[src/rtl/calc1_pkg.sv]
// Shared constants and types for the four-port calculator.
// Vectors are big-endian indexed ([0:W-1]); bit 0 is the MSB.
package calc1_pkg;

  localparam int DEF_DATA_W = 32;

  localparam logic [0:3] CMD_NOP = 4'd0;
  localparam logic [0:3] CMD_ADD = 4'd1;
  localparam logic [0:3] CMD_SUB = 4'd2;
  localparam logic [0:3] CMD_SHL = 4'd5;
  localparam logic [0:3] CMD_SHR = 4'd6;

  localparam logic [0:1] RESP_NONE = 2'd0;
  localparam logic [0:1] RESP_OK   = 2'd1;
  localparam logic [0:1] RESP_ERR  = 2'd2;

  typedef enum logic [1:0] {
    ST_IDLE,
    ST_OP2,
    ST_EXEC,
    ST_RESP
  } state_t;

endpackage

[src/rtl/calc1_quad_alu_if.sv]
// One requester's link: command/operand in, response code/result out.
interface calc1_quad_alu_if #(parameter int DATA_W = calc1_pkg::DEF_DATA_W);
  logic [0:3]        cmd;
  logic [0:DATA_W-1] data;
  logic [0:DATA_W-1] out_data;
  logic [0:1]        out_resp;

  modport master (output cmd, output data, input out_data, input out_resp);
  modport slave  (input cmd, input data, output out_data, output out_resp);
endinterface

[src/rtl/calc1_port_unit.sv]
// One calculator port: IDLE -> OP2 -> EXEC -> RESP FSM with registered
// operands, registered result, and a one-cycle registered response.
module calc1_port_unit
  import calc1_pkg::*;
#(
  parameter int DATA_W = DEF_DATA_W
) (
  input  logic             clk,
  input  logic             rst_n,
  calc1_quad_alu_if.slave  bus
);

  state_t            state_q, state_d;
  logic [0:3]        cmd_q;
  logic [0:DATA_W-1] op1_q, op2_q, res_data_q, out_data_q;
  logic [0:1]        res_resp_q, out_resp_q;
  logic [0:DATA_W-1] exec_data;
  logic [0:1]        exec_resp;
  logic [0:DATA_W]   sum;
  logic [0:4]        shamt;

  // NOTE: clocked blocks use non-blocking assignments so every register
  // updates from the values present before the edge.
  always_ff @(posedge clk or negedge rst_n) begin
    if (!rst_n) state_q <= ST_IDLE;
    else        state_q <= state_d;
  end

  always_comb begin
    state_d = state_q;
    unique case (state_q)
      ST_IDLE: if (bus.cmd != CMD_NOP) state_d = ST_OP2;
      ST_OP2:  state_d = ST_EXEC;
      ST_EXEC: state_d = ST_RESP;
      ST_RESP: state_d = ST_IDLE;
      default: state_d = ST_IDLE;
    endcase
  end

  // NOTE: every output gets a default before the case, so no path can
  // leave it unassigned and infer a latch.
  always_comb begin
    sum       = {1'b0, op1_q} + {1'b0, op2_q};
    shamt     = op2_q[DATA_W-5:DATA_W-1];
    exec_resp = RESP_ERR;
    exec_data = '0;
    case (cmd_q)
      CMD_ADD: if (!sum[0]) begin
        exec_resp = RESP_OK;
        exec_data = sum[1:DATA_W];
      end
      CMD_SUB: if (op2_q <= op1_q) begin
        exec_resp = RESP_OK;
        exec_data = op1_q - op2_q;
      end
      CMD_SHL: begin
        exec_resp = RESP_OK;
        exec_data = op1_q << shamt;
      end
      CMD_SHR: begin
        exec_resp = RESP_OK;
        exec_data = op1_q >> shamt;
      end
      default: ;
    endcase
  end

  // Commands arriving outside IDLE are dropped simply by not being latched.
  always_ff @(posedge clk or negedge rst_n) begin
    if (!rst_n) begin
      cmd_q      <= CMD_NOP;
      op1_q      <= '0;
      op2_q      <= '0;
      res_data_q <= '0;
      res_resp_q <= RESP_NONE;
      out_data_q <= '0;
      out_resp_q <= RESP_NONE;
    end else begin
      if (state_q == ST_IDLE && bus.cmd != CMD_NOP) begin
        cmd_q <= bus.cmd;
        op1_q <= bus.data;
      end
      if (state_q == ST_OP2) op2_q <= bus.data;
      if (state_q == ST_EXEC) begin
        res_data_q <= exec_data;
        res_resp_q <= exec_resp;
      end
      out_resp_q <= (state_q == ST_RESP) ? res_resp_q : RESP_NONE;
      out_data_q <= (state_q == ST_RESP && res_resp_q == RESP_OK) ? res_data_q : '0;
    end
  end

  assign bus.out_data = out_data_q;
  assign bus.out_resp = out_resp_q;

endmodule

[src/rtl/calc1_quad_alu.sv]
// Four independent calculator ports behind a shared reset synchronizer
// (asynchronous assert, synchronous release).
module calc1_quad_alu
  import calc1_pkg::*;
#(
  parameter int DATA_W = DEF_DATA_W
) (
  input  logic              c_clk,
  input  logic              reset,
  input  logic [0:3]        req1_cmd_in,
  input  logic [0:DATA_W-1] req1_data_in,
  input  logic [0:3]        req2_cmd_in,
  input  logic [0:DATA_W-1] req2_data_in,
  input  logic [0:3]        req3_cmd_in,
  input  logic [0:DATA_W-1] req3_data_in,
  input  logic [0:3]        req4_cmd_in,
  input  logic [0:DATA_W-1] req4_data_in,
  output logic [0:DATA_W-1] out_data1,
  output logic [0:1]        out_resp1,
  output logic [0:DATA_W-1] out_data2,
  output logic [0:1]        out_resp2,
  output logic [0:DATA_W-1] out_data3,
  output logic [0:1]        out_resp3,
  output logic [0:DATA_W-1] out_data4,
  output logic [0:1]        out_resp4
);

  logic [1:0] rst_sync_q;
  logic       rst_n;

  always_ff @(posedge c_clk or negedge reset) begin
    if (!reset) rst_sync_q <= 2'b00;
    else        rst_sync_q <= {rst_sync_q[0], 1'b1};
  end

  assign rst_n = rst_sync_q[1];

  calc1_quad_alu_if #(.DATA_W(DATA_W)) bus [4] ();

  assign bus[0].cmd  = req1_cmd_in;
  assign bus[0].data = req1_data_in;
  assign bus[1].cmd  = req2_cmd_in;
  assign bus[1].data = req2_data_in;
  assign bus[2].cmd  = req3_cmd_in;
  assign bus[2].data = req3_data_in;
  assign bus[3].cmd  = req4_cmd_in;
  assign bus[3].data = req4_data_in;

  assign out_data1 = bus[0].out_data;
  assign out_resp1 = bus[0].out_resp;
  assign out_data2 = bus[1].out_data;
  assign out_resp2 = bus[1].out_resp;
  assign out_data3 = bus[2].out_data;
  assign out_resp3 = bus[2].out_resp;
  assign out_data4 = bus[3].out_data;
  assign out_resp4 = bus[3].out_resp;

  for (genvar g = 0; g < 4; g++) begin : g_port
    calc1_port_unit #(.DATA_W(DATA_W)) u_port (
      .clk   (c_clk),
      .rst_n (rst_n),
      .bus   (bus[g])
    );
  end

endmodule

[config.mk]
export PLATFORM = sky130hd
export DESIGN_NAME = calc1_quad_alu
export DESIGN_NICKNAME = d
export VERILOG_FILES = /design/src/rtl/calc1_pkg.sv /design/src/rtl/calc1_quad_alu_if.sv /design/src/rtl/calc1_port_unit.sv /design/src/rtl/calc1_quad_alu.sv
export SDC_FILE = /design/constraint.sdc
export NUM_CORES = 2
export LEC_CHECK = 0
export CAP_MARGIN = 20
export CORE_MARGIN = 5
export CORE_UTILIZATION = 40
export DETAILED_ROUTE_END_ITERATION = 10
export GPL_TIMING_DRIVEN = 0
export HOLD_SLACK_MARGIN = 0.15
export SLEW_MARGIN = 30
export SYNTH_ARGS = -nofsm -noshare
export SYNTH_HDL_FRONTEND = slang
export SYNTH_SLANG_ARGS = --single-unit
[constraint.sdc]
create_clock -name c_clk -period 52.2 [get_ports c_clk]
set_clock_uncertainty 0.1 [all_clocks]
set_input_delay 10.44 -clock c_clk [delete_from_list [all_inputs] [get_ports c_clk]]
set_output_delay 10.44 -clock c_clk [all_outputs]
set_load 0.1 [all_outputs]
==> results.toml <==
[status]
status = "finished clean"

[sta]
rsz0062_at_grt = "no"
setup_tns_ns = 0
setup_viol = 0
maxSlewHeadroom_pct = 26.86
fin_crit_sh_pct = 24.92
max_freq_mhz = 76.86
tightest_slew_ns = 1.097
hold_viol = 0
timing.final.crit_period_ns = 13.01
report.final.slew_viol_count = 0

[worst_setup_path]
r2r-end = "g_port[0].u_port.res_data_q[13]"
r2r_cells = 17
worstPathArrival_ns = 13.44
critical_path_class = "in -> reg"
r2r-start = "g_port[0].u_port.op2_q[29]"
end_kind = "flip-flop"
cp.required_ns = 52.63
crit_fanout = 10
cp-endpoint = "g_port[2].u_port.op1_q[13]"
reg2reg_slack_ns = 44.91
start_kind = "input port"
crit_start = "req3_cmd_in[2]"

[yosys]
synth_top_area_share_pct = 29.13
yosysWarnings = 0
async_reset_ff_share_pct = 100.0
avgSynthCellArea_um2 = 8.348
synth_edf_count = 0
yosysUniqueCellTypes = 97
synth_seq_cells = 554
synth.area.top_cells = "dfrtp_1 (29%), ha_1 (7.4%), mux4_2 (5.3%)"
syn_inst = 5702
synth-main-ff-cell = "dfrtp_1"
syn_nets = 6136
syn_area_um2 = 47600
ys_seq_area_share_pct = 29.13
synth_top_area_cell = "dfrtp_1"

[die]
die_w_um = 355.0
start_util_pct = 40.31
placementRows = 126
die_h_um = 355.0
io_pins = 282
die-area_um2 = 126000
coreArea_um2 = 118100

[route]
drt_pass1_iterations = 8
drc_errors = 0
vias_per_cell = 6.369
avgRoutedWirePerCell_um = 29.03
drt-initial-drc-count = 6113
vias = 48690
postRouteAntennaNets = 0
drt-total-wl_um = 221900

[finish]
syn_to_final_growth_pct = 14.94
layout-drive-gt1-share_pct = 8.976
nets = 6497
mostFrequentLayoutCells = "nor2_1 (571), dfrtp_1 (553), o21ai_0 (475), a21oi_1 (475), nand2_1 (417)"
fill_cells = 11680
layout_commonest_cell = "nor2_1"

[placement]
hpwl_um = 177400
gp_congestion = 1.028
portBuffers = 281

[clock_network]
cts.repair.resized = 0
cts_inserted_buffers = 66
tritoncts = "built"
cts_sinks = 554
cts_setup_buffers = 0
insertion_delay_ns = 0.67
cts_root_buf = "clkbuf_16"
cts-hold-fix-buffers = 0
clkTransAtPathRegs_ns = 0.07
clock_path_buffers = 3
h-tree-depth = 3

[global_routing]
antenna_found_initial = 9
grt_usage_pct = 33.96
grt_pass1_wl_um = 323000
overflow = 0
grt_start_max_net_pins = 51
grt_pass1_vias = 46430

[flow_run]
cap_violations = 0

[hold_path]
hold_class = "reg -> async"
## flip-flops by register name (all words and copies together), names as in the netlist
signal                      count
g_port.u_port.op2_q           128
g_port.u_port.state_q           8
g_port.u_port.op1_q           128
g_port.u_port.bus.out_resp      8
g_port.u_port.bus.out_data    128
g_port.u_port.res_data_q      128
g_port.u_port.cmd_q            16
rst_sync_q                      2
g_port.u_port.res_resp_q        8
## final cells by class
cell class	count	area, µm²	share of cell area [%]
Multi-Input combinational cell	4421	30950	56.58
Tap cell	1536	1922	3.513
Timing Repair Buffer	293	3083	5.635
Inverter	320	1201	2.196
Clock inverter	25	260.3	0.4757
Sequential cell	554	13870	25.35
Buffer	407	1618	2.957
Antenna cell	4	10.01	0.01830
Clock buffer	85	1794	3.280
## routing by layer
layer	global-route usage, %	part of all wire, %
met1	49.10	44
met2	49.99	42
met3	7.708	10
met4	11.65	3.8
met5	0	0.017
## cell families after synthesis
logic type	after synthesis	synth area share, %
AO/OA/AOI/OAI	1902	26.12
AND/OR/NAND/NOR	1706	16.87
buffers and inverters	727	5.920
flip-flops	554	29.13
multiplexers	482	13.48
adder cells (fa/ha/maj)	288	7.697
XOR/XNOR	42	0.7728
other	1	0.007878
## worst min path at each step
stage,from,endpoint,slack (ns),cells after the start
6_report,rst_sync_q[1],g_port[2].u_port.op1_q[2],0.17,0
5_1_grt,rst_sync_q[1],g_port[2].u_port.op1_q[2],0.21,0
4_1_cts,rst_sync_q[1],g_port[2].u_port.res_data_q[8],0.19,0
3_5_place_dp,rst_sync_q[1],g_port[2].u_port.op1_q[2],0.21,0
3_3_place_gp,rst_sync_q[0],rst_sync_q[1],0.24,0
2_1_floorplan,rst_sync_q[0],rst_sync_q[1],0.23,0
## per-stage QoR
stage	instances	cell area (µm²)	worst slack [ns]	util, %	hold slack (ns)
after floorplan	5702	47600	35.52	-	0.2312
after global placement	7519	52330	29.10	44.32	0.2355
after detailed placement	7531	52640	38.46	44.58	0.2067
after CTS	7641	54700	39.14	46.32	0.1894
after global routing	7641	54700	39.12	46.32	0.2146
final	7645	54710	39.19	46.33	0.1693
## critical path: stages
cell,delay (ns)
clkdlybuf4s50_1,0.44
nor4_1,0.61
nand2b_1,0.19
clkbuf_1,0.68
clkbuf_1,0.66
mux2_2,0.41
## cell usage after synthesis (all sizes together), types with 14 or more instances
master and n:
a221oi 33, mux2i 217, or2 44, clkbuf 304, nand2 417, o21ai 489, nand3 76, mux4 112
nor4 35, xnor2 37, a211oi 60, a221o 32, nor3 138, dfrtp 554, nor2b 47, a31oi 51
a311oi 14, and2 130, ha 280, and3 30, or4 15, a22o 32, o211ai 84, o311ai 14
o22a 17, a22oi 38, or3 47, o221ai 54, o21a 27, a211o 14, o2bb2ai 39, inv 313
mux2 153, o21bai 55, a21o 88, a2111oi 15, nand4 35, a21oi 477, o221a 16, buf 103
nand2b 83, nor2 572, o31ai 35, o22ai 87
Power is left out: the tool's default activity adds up to more than one toggle a clock period on the data nets, which glitch-free logic cannot reach.
